[src/rtl/lsu_pkg.sv]
// Shared definitions for the load/store unit.
// Contents: RISC-V load/store funct3 encodings, the controller state enum,
// and request classification helpers (illegal funct3, natural alignment).
package lsu_pkg;

    localparam logic [2:0] F3_B  = 3'b000;
    localparam logic [2:0] F3_H  = 3'b001;
    localparam logic [2:0] F3_W  = 3'b010;
    localparam logic [2:0] F3_BU = 3'b100;
    localparam logic [2:0] F3_HU = 3'b101;

    typedef enum logic [1:0] {
        IDLE,
        ACCESS,
        SPLIT,
        RESP
    } lsu_state_t;

    // Stores only exist for B/H/W; loads have no 011/110/111 encodings.
    function automatic logic is_illegal(input logic we, input logic [2:0] funct3);
        if (we) return funct3 > F3_W;
        return (funct3 == 3'b011) || (funct3 == 3'b110) || (funct3 == 3'b111);
    endfunction

    // funct3[1:0] encodes the access size for every legal encoding.
    function automatic logic is_aligned(input logic [2:0] funct3, input logic [1:0] addr_lo);
        case (funct3[1:0])
            2'b00:   return 1'b1;
            2'b01:   return ~addr_lo[0];
            default: return addr_lo == 2'b00;
        endcase
    endfunction

endpackage

[src/rtl/lsu_load_ext.sv]
// Combinational load-data extension.
// Ports:
//   funct3 - load funct3 selecting byte/half/word and signed/unsigned
//   raw    - right-justified load data (byte in [7:0], half in [15:0])
//   data   - sign- or zero-extended result; words pass through
module lsu_load_ext
    import lsu_pkg::*;
(
    input  logic [2:0]  funct3,
    input  logic [31:0] raw,
    output logic [31:0] data
);

    always_comb begin
        case (funct3)
            F3_B:    data = {{24{raw[7]}}, raw[7:0]};
            F3_H:    data = {{16{raw[15]}}, raw[15:0]};
            F3_BU:   data = {24'h0, raw[7:0]};
            F3_HU:   data = {16'h0, raw[15:0]};
            default: data = raw;
        endcase
    end

endmodule

[src/rtl/lsu_ctrl.sv]
// Load/store unit controller between a core request port and a data memory.
// Aligned accesses take one memory cycle; misaligned ones are either split
// into byte accesses (MISALIGN_SPLIT=1) or rejected with rsp_err.
// Ports:
//   clk, rst_n              - clock, asynchronous active-low reset
//   req_valid/req_ready     - request handshake (ready only when idle)
//   req_we, req_funct3      - store/load select and RISC-V funct3
//   req_addr, req_wdata     - byte address and store data
//   rsp_valid               - one-cycle completion pulse
//   rsp_rdata, rsp_err      - extended load data / error flag
//   mem_read, mem_write     - data-memory strobes (never both)
//   mem_funct3, mem_addr,
//   mem_wdata               - data-memory command
//   mem_rdata               - combinational memory read data, addressed
//                             bytes right-justified
module lsu_ctrl
    import lsu_pkg::*;
#(
    parameter int unsigned MISALIGN_SPLIT = 1
) (
    input  logic        clk,
    input  logic        rst_n,
    input  logic        req_valid,
    output logic        req_ready,
    input  logic        req_we,
    input  logic [2:0]  req_funct3,
    input  logic [31:0] req_addr,
    input  logic [31:0] req_wdata,
    output logic        rsp_valid,
    output logic [31:0] rsp_rdata,
    output logic        rsp_err,
    output logic        mem_read,
    output logic        mem_write,
    output logic [2:0]  mem_funct3,
    output logic [31:0] mem_addr,
    output logic [31:0] mem_wdata,
    input  logic [31:0] mem_rdata
);

    lsu_state_t  state, state_n;
    logic        we_q, err_q, done_q;
    logic [2:0]  f3_q;
    logic [31:0] addr_q, wdata_q, rdata_q;
    logic [1:0]  cnt;

    logic        req_bad, req_aligned, last_byte;
    logic [31:0] ext_raw, ext_data, split_wdata;

    assign req_aligned = is_aligned(req_funct3, req_addr[1:0]);
    assign req_bad     = is_illegal(req_we, req_funct3) ||
                         ((MISALIGN_SPLIT == 0) && !req_aligned);

    // Half splits stop after byte 1, word splits after byte 3.
    assign last_byte   = (cnt == ((f3_q[1:0] == 2'b01) ? 2'd1 : 2'd3));
    assign split_wdata = wdata_q >> {cnt, 3'b000};

    // Aligned loads extend the live memory data; split loads extend the
    // bytes already gathered in rdata_q during the finishing SPLIT cycle.
    assign ext_raw = (state == ACCESS) ? mem_rdata : rdata_q;

    lsu_load_ext u_ext (
        .funct3 (f3_q),
        .raw    (ext_raw),
        .data   (ext_data)
    );

    // NOTE: state registers use non-blocking assignments so every flop
    // samples the pre-edge value of the others.
    always_ff @(posedge clk or negedge rst_n) begin
        if (!rst_n) state <= IDLE;
        else        state <= state_n;
    end

    // NOTE: every output of this block gets a default first, so no path
    // through the case statement can leave a signal unassigned (no latches).
    always_comb begin
        state_n    = state;
        req_ready  = 1'b0;
        mem_read   = 1'b0;
        mem_write  = 1'b0;
        mem_funct3 = 3'b000;
        mem_addr   = 32'h0;
        mem_wdata  = 32'h0;
        case (state)
            IDLE: begin
                req_ready = 1'b1;
                if (req_valid) begin
                    if (req_bad)          state_n = RESP;
                    else if (req_aligned) state_n = ACCESS;
                    else                  state_n = SPLIT;
                end
            end
            ACCESS: begin
                mem_read   = ~we_q;
                mem_write  = we_q;
                mem_funct3 = f3_q;
                mem_addr   = addr_q;
                mem_wdata  = wdata_q;
                state_n    = RESP;
            end
            SPLIT: begin
                if (done_q) begin
                    state_n = RESP;
                end else begin
                    mem_read   = ~we_q;
                    mem_write  = we_q;
                    mem_funct3 = we_q ? F3_B : F3_BU;
                    mem_addr   = addr_q + {30'h0, cnt};
                    mem_wdata  = {24'h0, split_wdata[7:0]};
                end
            end
            RESP:    state_n = IDLE;
            default: state_n = IDLE;
        endcase
        rsp_valid = (state == RESP);
        rsp_err   = rsp_valid & err_q;
        rsp_rdata = rsp_valid ? rdata_q : 32'h0;
    end

    // NOTE: every register here is reset; there is no storage array, so a
    // reset abort leaves nothing stale for the next request.
    always_ff @(posedge clk or negedge rst_n) begin
        if (!rst_n) begin
            we_q    <= 1'b0;
            err_q   <= 1'b0;
            done_q  <= 1'b0;
            f3_q    <= 3'b000;
            addr_q  <= 32'h0;
            wdata_q <= 32'h0;
            rdata_q <= 32'h0;
            cnt     <= 2'd0;
        end else begin
            case (state)
                IDLE: begin
                    if (req_valid) begin
                        we_q    <= req_we;
                        f3_q    <= req_funct3;
                        addr_q  <= req_addr;
                        wdata_q <= req_wdata;
                        err_q   <= req_bad;
                        rdata_q <= 32'h0;
                        cnt     <= 2'd0;
                        done_q  <= 1'b0;
                    end
                end
                ACCESS: begin
                    if (!we_q) rdata_q <= ext_data;
                end
                SPLIT: begin
                    if (!done_q) begin
                        if (!we_q) rdata_q[{cnt, 3'b000} +: 8] <= mem_rdata[7:0];
                        if (last_byte) done_q <= 1'b1;
                        else           cnt    <= cnt + 2'd1;
                    end else if (!we_q) begin
                        rdata_q <= ext_data;
                    end
                end
                default: ;
            endcase
        end
    end

endmodule

[config.mk]
export PLATFORM = sky130hd
export DESIGN_NAME = lsu_ctrl
export DESIGN_NICKNAME = d
export VERILOG_FILES = /design/src/rtl/lsu_pkg.sv /design/src/rtl/lsu_load_ext.sv /design/src/rtl/lsu_ctrl.sv
export SDC_FILE = /design/constraint.sdc
export NUM_CORES = 1
export LEC_CHECK = 0
export BUFFER_PORTS_ARGS = -buffer_cell sky130_fd_sc_hd__buf_2
export CAP_MARGIN = 40
export CORE_MARGIN = 1.5
export CORE_UTILIZATION = 45
export DETAILED_ROUTE_END_ITERATION = 16
export PLACE_DENSITY = 0.71
export SYNTH_ARGS = -nofsm -noshare
export SYNTH_HDL_FRONTEND = slang
export SYNTH_SLANG_ARGS = --single-unit
export TNS_END_PERCENT = 50
[constraint.sdc]
create_clock -name clk -period 4.4 [get_ports clk]
set_clock_uncertainty 0.2 [all_clocks]
set_input_delay 0.88 -clock clk [delete_from_list [all_inputs] [get_ports clk]]
set_output_delay 0.88 -clock clk [all_outputs]
set_load 0.05 [all_outputs]
==> results of run 1 <==
==> registers in the layout, summed over array words and instances (netlist names) <==
register  flops
addr_q       32
done_q        1
rdata_q      32
f3_q          3
err_q         1
we_q          1
cnt           2
wdata_q      32
state         2
==> worst paths after layout <==
check,cells after the start,to,slack (ps),startpoint
max,8,mem_addr[30],400,addr_q[0]$_DFFE_PN0P_
min,1,rdata_q[5]$_DFFE_PN0P_,140,rst_n
max reg2reg,9,rdata_q[14]$_DFFE_PN0P_,1570,state[0]$_DFFE_PN0P_
min reg2reg,2,err_q$_DFFE_PN0P_,290,err_q$_DFFE_PN0P_
max in group asynchronous,3,wdata_q[29]$_DFFE_PN0P_,2980,rst_n
min in group clk,2,err_q$_DFFE_PN0P_,290,err_q$_DFFE_PN0P_
==> cells by family after synthesis <==
kind of cell	after synthesis	share of synthesized area [%]
AO/OA/AOI/OAI	236	22.3
XOR/XNOR	2	0.253
adder cells (fa/ha/maj)	14	2.64
buffers and inverters	84	4.77
flip-flops	106	38.3
multiplexers	80	14.3
AND/OR/NAND/NOR	223	17.4
==> metrics by stage <==
step	setup WS, ps	cells	hold slack, ps	util, %	power (mW)
global route	248	1123	131	56.2	7.92
finish	403	1123	141	56.2	7.44
global placement	888	1103	259	53.9	6.49
floorplan	539	745	242	-	5.40
CTS	453	1121	138	56.2	7.45
detailed placement	870	1105	274	54.1	6.56
==> layout make-up <==
type / count / area share [%]
multi-input cells: 555 / 46.4
flip-flops and latches: 106 / 31.3
repair buffers: 228 / 14.6
well taps: 188 / 2.77
clock buffers: 9 / 2.65
inverters: 28 / 1.24
clock inverters: 7 / 0.988
diodes: 2 / 0.0590
==> worst register-to-register path: stages, from the launching register on <==
cell and delay [ps]:
sky130_fd_sc_hd__dfrtp_1 420, sky130_fd_sc_hd__inv_1 100, sky130_fd_sc_hd__ha_1 360, sky130_fd_sc_hd__nor2b_1 210, sky130_fd_sc_hd__buf_4 200, sky130_fd_sc_hd__a211oi_4 270
sky130_fd_sc_hd__buf_4 290, sky130_fd_sc_hd__o21ai_1 270, sky130_fd_sc_hd__a22oi_1 260, sky130_fd_sc_hd__o21ai_0 120
==> power breakdown <==
group | internal [mW] | switching, mW
Clock | 0.454 | 0.407
Sequential | 1.42 | 0.495
Combinational | 1.57 | 3.09
Total | 3.45 | 4.00
==> metal layers <==
layer	routed length (um)	global-route usage (%)
met2	9460	40.2
met3	1520	6.91
met5	0	0
met1	9050	34.2
met4	499	8.82
==> cells in the final DEF (no fill, tap or decap), types with 3 or more instances in the layout <==
cell type	count
sky130_fd_sc_hd__nand4_1	12
sky130_fd_sc_hd__inv_1	28
sky130_fd_sc_hd__nand3_2	3
sky130_fd_sc_hd__a21o_1	3
sky130_fd_sc_hd__a22oi_1	8
sky130_fd_sc_hd__nor3_1	6
sky130_fd_sc_hd__ha_1	13
sky130_fd_sc_hd__a31oi_1	9
sky130_fd_sc_hd__or3_1	6
sky130_fd_sc_hd__o22ai_1	20
sky130_fd_sc_hd__nor2_1	39
sky130_fd_sc_hd__clkbuf_16	9
sky130_fd_sc_hd__dfrtp_1	106
sky130_fd_sc_hd__a41oi_1	3
sky130_fd_sc_hd__nand2_1	41
sky130_fd_sc_hd__o211ai_1	5
sky130_fd_sc_hd__mux2_2	70
sky130_fd_sc_hd__a22o_1	23
sky130_fd_sc_hd__nand3_1	22
sky130_fd_sc_hd__o21ai_0	45
sky130_fd_sc_hd__or4_1	5
sky130_fd_sc_hd__mux4_2	8
sky130_fd_sc_hd__and2_1	62
sky130_fd_sc_hd__a21oi_1	68
sky130_fd_sc_hd__a2bb2oi_1	15
sky130_fd_sc_hd__nor2b_1	6
sky130_fd_sc_hd__nand2b_1	4
sky130_fd_sc_hd__o32ai_1	16
sky130_fd_sc_hd__a21boi_0	6
sky130_fd_sc_hd__buf_2	205
sky130_fd_sc_hd__nor4_1	4
sky130_fd_sc_hd__buf_4	20
==> results summary, run 1 <==
The horizontal extent of the die is approximately 130 um. The number of vias per cell after detailed routing came out at 5.84. The total placed instance area is approximately 8200 um^2. The total count of max-transition violations in the final report is 0. The maximum buffer depth of the clock tree is 2.

The area occupied by multi-input gates is roughly 3900 um^2. The clock slew seen by the registers of the worst setup and hold paths came out at approximately 80 ps. The final routed wirelength across all metal layers came out at 20.5 mm. Across the VDD grid, the largest voltage drop is 0.462 mV. The remaining global-route overflow came out at 0.

The global-route wire length before repair is about 33 mm. After floorplanning, the core was sized to cover ~15000 um^2. Setup repair after global routing left no endpoint under its margin. By startpoint and endpoint, the worst setup path is classified as flip-flop to output pin. The count of pins on the block boundary is slightly above 200.

The cell family contributing the most delay on the critical path is simple AND/OR/NAND/NOR gates. The achievable clock frequency came out at about 250 MHz. The vertical extent of the die is 127 um. The path class of the tightest hold or removal check is input port to asynchronous set/reset pin. The portion of the post-synthesis area used by sequential elements came out at 38.3%. The number of DRC markers in iteration 0 is 488.

The post-synthesis area per instance came out at a little over 9 um^2. The count of nets left with antenna violations once routing finished came out at 0. The maximum number of pins on one net before global-route repair came out at 58. In this run the tightest slew margin relative to its limit is a little over half.

The relative area change from synthesis to final layout is 22.6%. The sequential cells in the finished layout cover a total of around 2700 um^2. The congestion estimate from routability-driven global placement came to around 0.9. Sorting the synthesized cells by how often they occur yields sky130_fd_sc_hd__dfrtp_1 (106), sky130_fd_sc_hd__mux2_2 (70), sky130_fd_sc_hd__a21oi_1 (68), sky130_fd_sc_hd__and2_1 (62), sky130_fd_sc_hd__o21ai_0 (45). The run finished with clean final reports. In this run the static leakage power is roughly 4 nW. The final period demand of the worst path came out at roughly 4000 ps. The final count of hold timing violations came to 0.

The number of remaining DRC errors is 0. Together, buffers and inverters on the worst path number 1. The cell type contributing the most total cell area after synthesis is sky130_fd_sc_hd__dfrtp_1. By area the synthesized netlist is led by sky130_fd_sc_hd__dfrtp_1 (38%), sky130_fd_sc_hd__mux2_2 (11%), sky130_fd_sc_hd__and2_1 (5.6%), sky130_fd_sc_hd__a21oi_1 (4.9%), sky130_fd_sc_hd__o21ai_0 (3.3%). The number of input and output port buffers inserted came out at a little over 200. The post-route netlist has between 30% and 40% of its cells at a drive strength greater than 1. Among the stages of the critical path, the cell type that occurs most often is sky130_fd_sc_hd__nand3_1. The number of global-route vias before repair came out at between 6000 and 7000.

The worst setup path is launched from a flip-flop. Setup violations remaining at the end of the flow were counted as 0. The critical path required time is ~3300 ps.

The count of TritonRoute iterations in the first routing pass came out at 5. The fraction of the cycle the final worst path needs is 90.8%. The initial antenna violation count was 2. The detailed router placed roughly 6600 vias in this run. After floorplanning, the core was divided into between 40 and 50 placement rows. The number of buffers added for setup after CTS came out at 0. In the post-synthesis netlist, the cell with the most instances is sky130_fd_sc_hd__dfrtp_1. The number of cells produced by synthesis is ~750. For this design the ratio of total power to cell area is 877 nW/um^2. Counting flops and latches in the post-synthesis netlist gives 106. Once detailed placement completed, the half-perimeter wirelength came to ~15 mm.

The sort of element at the end of the critical path is an output pin. TritonCTS built the clock tree. The summed instance area of the synthesized netlist is ~6900 um^2.

The number of gates resized after CTS is 0. Buffers inserted to repair hold after CTS numbered 0. The H-tree was split into 3 levels. The summed area of non-filler cells in the final layout came out at ~8500 um^2.

Among all flip-flop cells after synthesis, the most frequent one is sky130_fd_sc_hd__dfrtp_1. The filler cells instantiated in the layout total 1450. In the global route stage, overall resource usage came out at ~26%. The number of buffers added by the clock tree synthesis step came out at 9. The number of flops mapped to enable cells by yosys is 0. For this run, the post-layout net count is 1045. The initial core utilization is a little under half.

The number of maximum-capacitance violations came out at 0. The share of Yosys cell area claimed by the top area cell type came out at roughly two fifths. The CTS sink count is 106. The count of unique library cells instantiated by Yosys came out at 59. The clock latency on the worst-skew pair came out at ~360 ps. At the worst endpoint, the arrival time is about 2900 ps. The net count of the mapped netlist is approximately 860. The slew of the pin with the lowest slew margin is a little under 700 ps.

The average detailed-routed wire length per instance came out at 18.3 um. The cell sitting at the root of the clock tree is a sky130_fd_sc_hd__clkbuf_16. After synthesis, the share of flip-flops with an asynchronous set or reset is 100%. The aggregate negative setup slack came out at 0 ps. The largest individual stage delay along the critical path comes from the cell sky130_fd_sc_hd__or4_1. The delay of the slowest cell on the worst path is 460 ps.

Yosys printed 0 warnings. The maximum fanout along the worst path came out at 5. The die covers between 15000 and 20000 um^2. Walking the worst path, the cells encountered are ha_1 -> fa_1 -> nand3_1 -> nor2_1 -> nand4_1 -> or4_1 -> nand3_1 -> buf_2.
No activity file was read; power rests on OpenSTA's default activity.
==> inputs of run 2 (changes only) <==
--- a/config.mk
+++ b/config.mk
@@ -10,7 +10,7 @@
 export CORE_MARGIN = 1.5
 export CORE_UTILIZATION = 45
 export DETAILED_ROUTE_END_ITERATION = 16
-export PLACE_DENSITY = 0.71
+export PLACE_DENSITY = 0.82
 export SYNTH_ARGS = -nofsm -noshare
 export SYNTH_HDL_FRONTEND = slang
 export SYNTH_SLANG_ARGS = --single-unit
==> run 2 against run 1 <==
  * Sequential power about the same
  * Routed wire length decreased by 1.8%
  * Total power decreased by 0.91%
  * Highest routed layer unchanged
==> results summary, run 2 (same netlist as run 1, synthesis figures left out) <==
The tightest min-delay check is of the input port to asynchronous set/reset pin type. The share of final-layout standard cells stronger than drive strength 1 is roughly 35%. The relative area change from synthesis to final layout is 22.3%. In the final routed layout, each cell accounts on average for approximately 18 um.

The worst hold margin is approximately 200 ps. The finished layout holds ~1100 standard cells, fillers aside. The total via count after detailed routing came out at around 6700.

TritonCTS built the clock tree. The endpoint identified for the worst register-to-register timing path is rdata_q[0]$_DFFE_PN0P_. Dividing total power by cell area gives a power density of approximately 870 nW/um^2. The horizontal extent of the die came out at ~130 um. The total power draw is approximately 7.4 mW. Clock-pin slew was measured on the worst setup and hold paths at around 80 ps.

The number of gates resized after CTS was 0. The number of buffers added by the clock tree synthesis step came out at 9. The longest clock path from root to sink contains 2 buffers.

The remaining global-route overflow is 0. The number of placed instances, taps included, is about 1100. The static power due to leakage came out at between 3 and 4 nW. The most critical setup path has its startpoint at state[0]$_DFFE_PN0P_. The clock net in this run drives a total of approximately 110 sinks. IR analysis of the VDD net gives a maximum drop of between 0.4 and 0.5 mV. The flow ran to the end, and the final reports show no timing, DRC or antenna violations.

Setup repair after global routing left no endpoint under its margin. In the layout the commonest cells are sky130_fd_sc_hd__buf_2 (205), sky130_fd_sc_hd__dfrtp_1 (106), sky130_fd_sc_hd__mux2_2 (70). For the final routed database, the setup TNS stands at 0 ps. The placer's final routability congestion estimate is ~0.93.

The maximum number of pins on one net before global-route repair is 65. The smallest setup slack after layout came out at approximately 350 ps. The fraction of the cycle the final worst path needs is between 90 and 100%.

The count of pins on the block boundary came out at 207. The data arrival time at the worst-slack endpoint is 2970 ps. The HPWL after detailed placement is approximately 14 mm.

The net switching fraction of the power is between 50 and 60%. The cell chosen for the clock root is sky130_fd_sc_hd__clkbuf_16. The final count of hold timing violations is 0.

The quantity of hold-fixing buffers added after cts came out at 0. The initial antenna violation count came out at 4. The detail route stage leaves a number of antenna-violating nets equal to 0. Timing analysis after detailed placement gives a worst setup slack of 764 ps. The critical path required time came out at around 3300 ps.

In this run the worst path has a maximum fanout of 20. The number of remaining DRC errors came out at 0. The source of the worst register-to-register timing path is state[0]$_DFFE_PN0P_. The critical path class is flip-flop to output pin. The part of the total power dissipated in the clock network came out at between 10% and 20%. The initial utilization of the core area, before any placement, comes to a little under half. The achievable clock frequency came out at roughly 250 MHz. The slew of the pin with the lowest slew margin is between 700 and 800 ps. The core area is between 15000 and 20000 um^2. The post-layout net count is about 1000. The floorplan step set the die height to 127 um. The first global-routing pass estimated approximately 33 mm of wire. The library cell used most frequently in the layout, excluding fill and tap cells, is sky130_fd_sc_hd__buf_2. Sequential cells burn approximately 26% of the power. The total count of max-transition violations in the final report came out at 0. Max-cap violations in this run came to 0. The number of buffers added for setup after CTS is 0. The H-tree generated during clock tree synthesis spans 3 levels. The number of input and output port buffers inserted is between 200 and 250. The die covers roughly 16000 um^2. The final layout contains routed wiring with a total length of between 20 and 25 mm. The clock latency on the worst-skew pair came out at between 300 and 400 ps. In this run the power spent charging and discharging nets is between 3 and 4 mW. The internal power of the cells totals roughly 3.4 mW. The worst setup path is launched from a flip-flop. The number of vias per cell after detailed routing came out at a little under 6. The worst reg-to-reg setup slack is ~1400 ps.

Per report_power, the combinational group accounts for 63.2% of the total. In this run, the number of DRC markers left after iteration 0 of detailed routing was 578. Setup violations remaining at the end of the flow were counted as 0. The count of TritonRoute iterations in the first routing pass came out at 5. The floorplan has 45 rows. The number of global-route vias before repair came out at between 6000 and 7000. The largest registers in the layout are addr_q x32, rdata_q x32, wdata_q x32.

STA classifies the critical path endpoint as an output pin. The worst reg-to-reg path cell count came out at 9. The final period demand of the worst path came out at ~4000 ps. Measured against its own limit, the worst slew margin works out to about half. For this run, the total global-route usage over all layers was measured as around a quarter.
[run 2: changes by cell type in the layout (fill, tap and decap cells not counted), sizes merged]
| cell | delta |
|---|---|
| buf | -3 |
| bufinv | -1 |
| diode | +2 |
| clkinvlp | +1 |
[run 2: worst max-delay path by stage]
stage | end | slack [ps]
2_1_floorplan | mem_addr[24] | 540
3_3_place_gp | mem_addr[31] | 850
3_5_place_dp | mem_addr[29] | 760
4_1_cts | mem_addr[29] | 360
5_1_grt | mem_addr[29] | 200
6_report | mem_addr[29] | 350
[run 2: through the flow]
stage	instance area, um^2	util, %
CTS	8450	56.0
global placement	8100	53.7
global route	8460	56.1
finish	8460	56.1
detailed placement	8150	54.0
floorplan	6920	-
[run 2: cell type report]
type / count / area, um^2
timing repair buffer: 225 / 1220
clock inverter: 7 / 80.1
sequential: 106 / 2650
fill: 1344 / 6630
antenna: 4 / 10.0
tap: 188 / 235
inverter: 28 / 105
multi-input combinational: 555 / 3940
clock buffer: 9 / 225
[run 2: worst max-delay path, cell delays in order, from the launching register on]
cell and delay [ps]:
sky130_fd_sc_hd__dfrtp_1 430, sky130_fd_sc_hd__inv_1 110, sky130_fd_sc_hd__ha_1 520, sky130_fd_sc_hd__buf_4 270, sky130_fd_sc_hd__nand2_1 60, sky130_fd_sc_hd__buf_4 200, sky130_fd_sc_hd__or3_1 340, sky130_fd_sc_hd__or3_1 320
sky130_fd_sc_hd__nand3_1 90, sky130_fd_sc_hd__buf_2 260
[run 2: layer usage]
layer | share of wire (%) | track usage, % | wire length (um) | up-vias
met5 | 0 | 0 | 0 | -
met4 | 4.0 | 13.2 | 816 | 0
met3 | 7.1 | 5.99 | 1430 | 57
met2 | 48 | 40.8 | 9600 | 291
met1 | 41 | 32.0 | 8310 | 3197
li1 | - | - | - | 3122
[run 2: power by group through the flow]
stage,combinational [mW],clock [mW],sequential [mW]
3_3_place_gp,4.54,0,1.87
2_1_floorplan,3.69,0,1.71
3_5_place_dp,4.63,0,1.89
5_1_grt,5.01,0.891,1.96
6_report,4.66,0.827,1.89
4_1_cts,4.65,0.854,1.87
==> inputs of run 3 (changes only) <==
--- a/config.mk
+++ b/config.mk
@@ -10,7 +10,7 @@
 export CORE_MARGIN = 1.5
 export CORE_UTILIZATION = 45
 export DETAILED_ROUTE_END_ITERATION = 16
-export PLACE_DENSITY = 0.82
+export PLACE_DENSITY_LB_ADDON = 0.08
 export SYNTH_ARGS = -nofsm -noshare
 export SYNTH_HDL_FRONTEND = slang
 export SYNTH_SLANG_ARGS = --single-unit
==> run 3 against run 2 <==
  * Critical path depth stayed put
  * Critical endpoint is now mem_addr[31]
  * Routed wire length rose by 2.3%
  * Final cell count decreased by 0.18%
  * Die area unchanged
  * Global-route usage increased by 0.22 points
  * Critical path type unchanged
  * Clock power fell by 2%
==> results summary, run 3 (same netlist as run 1, synthesis figures left out) <==
The run finished with clean final reports. Setup repair after global routing left no endpoint under its margin. The top cell types in the final layout, fill and taps aside, are sky130_fd_sc_hd__buf_2 (205), sky130_fd_sc_hd__dfrtp_1 (106), sky130_fd_sc_hd__mux2_2 (70).

The overall global routing resource usage came out at roughly a quarter. In this run the critical register-to-register path is launched from state[1]$_DFFE_PN0P_. Entering global routing, the biggest net connects approximately 60 pins. The most common cell after layout, fill and taps aside is sky130_fd_sc_hd__buf_2. Clock tree synthesis inserted a total of 9 buffers.

The net switching fraction of the power came out at 54.0%. The relative max-transition margin is between 40% and 50%. For this design the static power due to leakage is just under 4 nW.

STA classifies the critical path endpoint as an output pin. The quantity of hold-fixing buffers added after cts is 0. The share of total power in sequential cells came out at 26.0%. In this run the worst setup path begins at state[0]$_DFFE_PN0P_. The number of global-route vias before repair is between 6000 and 7000.

The share of the core filled with cells in the final layout came out at a little under three fifths. In this run the deepest clock path goes through 2 buffers. The count of TritonRoute iterations in the first routing pass is 5. The post-layout net count is 1043. The final number of setup-violating endpoints came out at 0. The number of H-tree levels is 3.

The average detailed-routed wire length per instance is ~18 um. In this run the vertical extent of the chip is ~130 um. Counting I/O delays and the setup requirement, the final critical path takes ~4000 ps. The HPWL after detailed placement came out at ~15 mm. In the global route stage, met3 resource usage came out at a little over 5%.

By startpoint and endpoint, the worst setup path is classified as flip-flop to output pin. The full die area came out at ~16000 um^2. The number of gates resized after CTS came out at 0.

The count of fill cells added during filler insertion came out at between 1000 and 1500. The worst register-to-register path has a depth of 9. The path category of the worst min-delay check is flip-flop to flip-flop.

The portion of total power attributed to combinational logic is between 60% and 70%. The share of final-layout standard cells stronger than drive strength 1 came out at between 30% and 40%. The final count of hold timing violations is 0.

The worst setup path is launched from a flip-flop. Based on the critical path, the design can be clocked at up to ~250 MHz. On the critical path the largest part of the delay comes from simple AND/OR/NAND/NOR gates. The relative area change from synthesis to final layout is 22.0%. For the worst setup path, the data arrival time is 2910 ps. The worst register-to-register path ends at rdata_q[29]$_DFFE_PN0P_. The placer's final routability congestion estimate came out at approximately 0.9. The logic depth of the worst setup path including buffers came out at 9.

The initial core utilization is a little under half. The initial antenna violation count is 2. Clock latency on the worst-skew pair, taken at its later pin, is between 300 and 400 ps. The number of setup buffers added after CTS is 0. The count of pins on the block boundary came out at 207. The worst setup timing slack at the placement stage is about 840 ps. The global-route wire length before repair is roughly 33 mm. The maximum fanout along the worst path is 20.

The total via count after detailed routing is 6705. In this run the core area contains 45 standard-cell rows. Data on the critical path is required at its endpoint by around 3300 ps. Setup slack closes at between 400 and 500 ps. The met2 layer usage reported by global route came out at approximately 42%. The areal power density over the cells came out at 876 nW/um^2. The worst-path cell with the longest stage delay is sky130_fd_sc_hd__dfrtp_1. In the final layout, flip-flops and latches occupy around 2700 um^2. In the routed design, unresolved DRC markers number 0. For this design, the sink count on the clock tree is between 100 and 150.

The final routed wirelength across all metal layers came out at between 20 and 25 mm. TritonCTS built the clock tree. The largest registers in the layout are addr_q x32, rdata_q x32, wdata_q x32. The worst-case IR drop observed on VDD is about 0.42 mV. The internal power consumption is 3.40 mW.

The region available for standard cell placement spans ~15000 um^2. The remaining global-route overflow came out at 0. met2 is the most crowded layer.

The worst hold margin came out at just under 300 ps. The met1 track demand over resource in global routing came out at between 30% and 40%. The share of total power dissipated in the clock network is 11.0%. Walking the worst path, the cells encountered are inv_1 -> ha_1 -> nor2b_1 -> nand2_1 -> buf_4 -> or3_1 -> or3_1 -> o21ai_0 -> buf_2. In this run the register-to-register setup slack is roughly 1400 ps. In this run the power spent charging and discharging nets is around 4.0 mW. The most used cell along the critical path is sky130_fd_sc_hd__or3_1. At the pin with the least slew margin, the transition time is 873 ps. Buffers placed on the I/O ports in this run total 206. The cell chosen for the clock root is sky130_fd_sc_hd__clkbuf_16.

The delay of the slowest cell on the worst path came out at 430 ps. The number of DRC markers in iteration 0 came out at 471. The total count of max-transition violations in the final report was 0. The critical path ends at mem_addr[31]. The buffers plus inverters on the worst setup path is 3.

Once detail routing completed, the nets flagged for antenna violations numbered 0. The horizontal extent of the die came out at 127 um. The number of maximum-capacitance violations is 0. The worst path uses between 90% and 100% of the clock period. The number of vias per cell after detailed routing is between 5 and 6.

The aggregate negative setup slack is 0 ps. The clock slew seen by the registers of the worst setup and hold paths came out at 70 ps. The area occupied by multi-input gates came out at between 3000 and 4000 um^2.
==> run 3: changes by cell type in the layout (fill, tap and decap cells not counted), moves of 2 or more <==
cell / delta
sky130_fd_sc_hd__buf_4: +2
sky130_fd_sc_hd__diode_2: -3
sky130_fd_sc_hd__inv_6: +2
sky130_fd_sc_hd__clkinv_8: -2
==> run 3: power groups by stage <==
stage                     clock network, mW  registers (mW)  logic [mW]
after floorplan                           0            1.71        3.69
after global placement                    0            1.90        4.53
after detailed placement                  0            1.93        4.65
after CTS                             0.831            1.92        4.66
after global routing                  0.873            2.01        5.00
final                                 0.814            1.93        4.66
==> run 3: per-stage QoR <==
step	total power, mW	std cells	cell area, um^2
final	7.40	1120	8440
after global routing	7.89	1120	8440
after CTS	7.41	1119	8440
after detailed placement	6.58	1103	8150
after global placement	6.42	1101	8110
after floorplan	5.40	745	6920
==> run 3: final cells by class <==
| class | count | share of cell area, % |
|---|---|---|
| multi-input combinational | 555 | 46.6 |
| sequential | 106 | 31.4 |
| timing repair buffer | 226 | 14.4 |
| clock buffer | 10 | 2.83 |
| tap | 188 | 2.79 |
| inverter | 28 | 1.24 |
| clock inverter | 6 | 0.637 |
| antenna | 1 | 0.0296 |
==> run 3: worst min path at each step <==
stage / start / slack, ps / depth (start not counted) / to
floorplan: err_q$_DFFE_PN0P_ / 240 / 2 / err_q$_DFFE_PN0P_
global placement: err_q$_DFFE_PN0P_ / 270 / 2 / err_q$_DFFE_PN0P_
detailed placement: err_q$_DFFE_PN0P_ / 280 / 2 / err_q$_DFFE_PN0P_
CTS: err_q$_DFFE_PN0P_ / 290 / 2 / err_q$_DFFE_PN0P_
global route: rdata_q[1]$_DFFE_PN0P_ / 320 / 1 / rdata_q[1]$_DFFE_PN0P_
finish: err_q$_DFFE_PN0P_ / 290 / 2 / err_q$_DFFE_PN0P_
==> run 3: metal layers <==
| metal | vias up | part of all wire, % |
|---|---|---|
| met5 | - | 0 |
| met4 | 0 | 2.5 |
| met3 | 38 | 7.6 |
| met2 | 316 | 47 |
| met1 | 3243 | 43 |
| li1 | 3108 | - |
==> run 3: worst register-to-register path, cell delays in order (launching register included) <==
cell and delay [ps]:
sky130_fd_sc_hd__dfrtp_1 420, sky130_fd_sc_hd__inv_1 140, sky130_fd_sc_hd__ha_1 270, sky130_fd_sc_hd__buf_4 420, sky130_fd_sc_hd__mux2_2 410, sky130_fd_sc_hd__a311oi_1 270, sky130_fd_sc_hd__a21oi_1 260, sky130_fd_sc_hd__buf_4 260
sky130_fd_sc_hd__a21oi_1 150, sky130_fd_sc_hd__o22ai_1 90
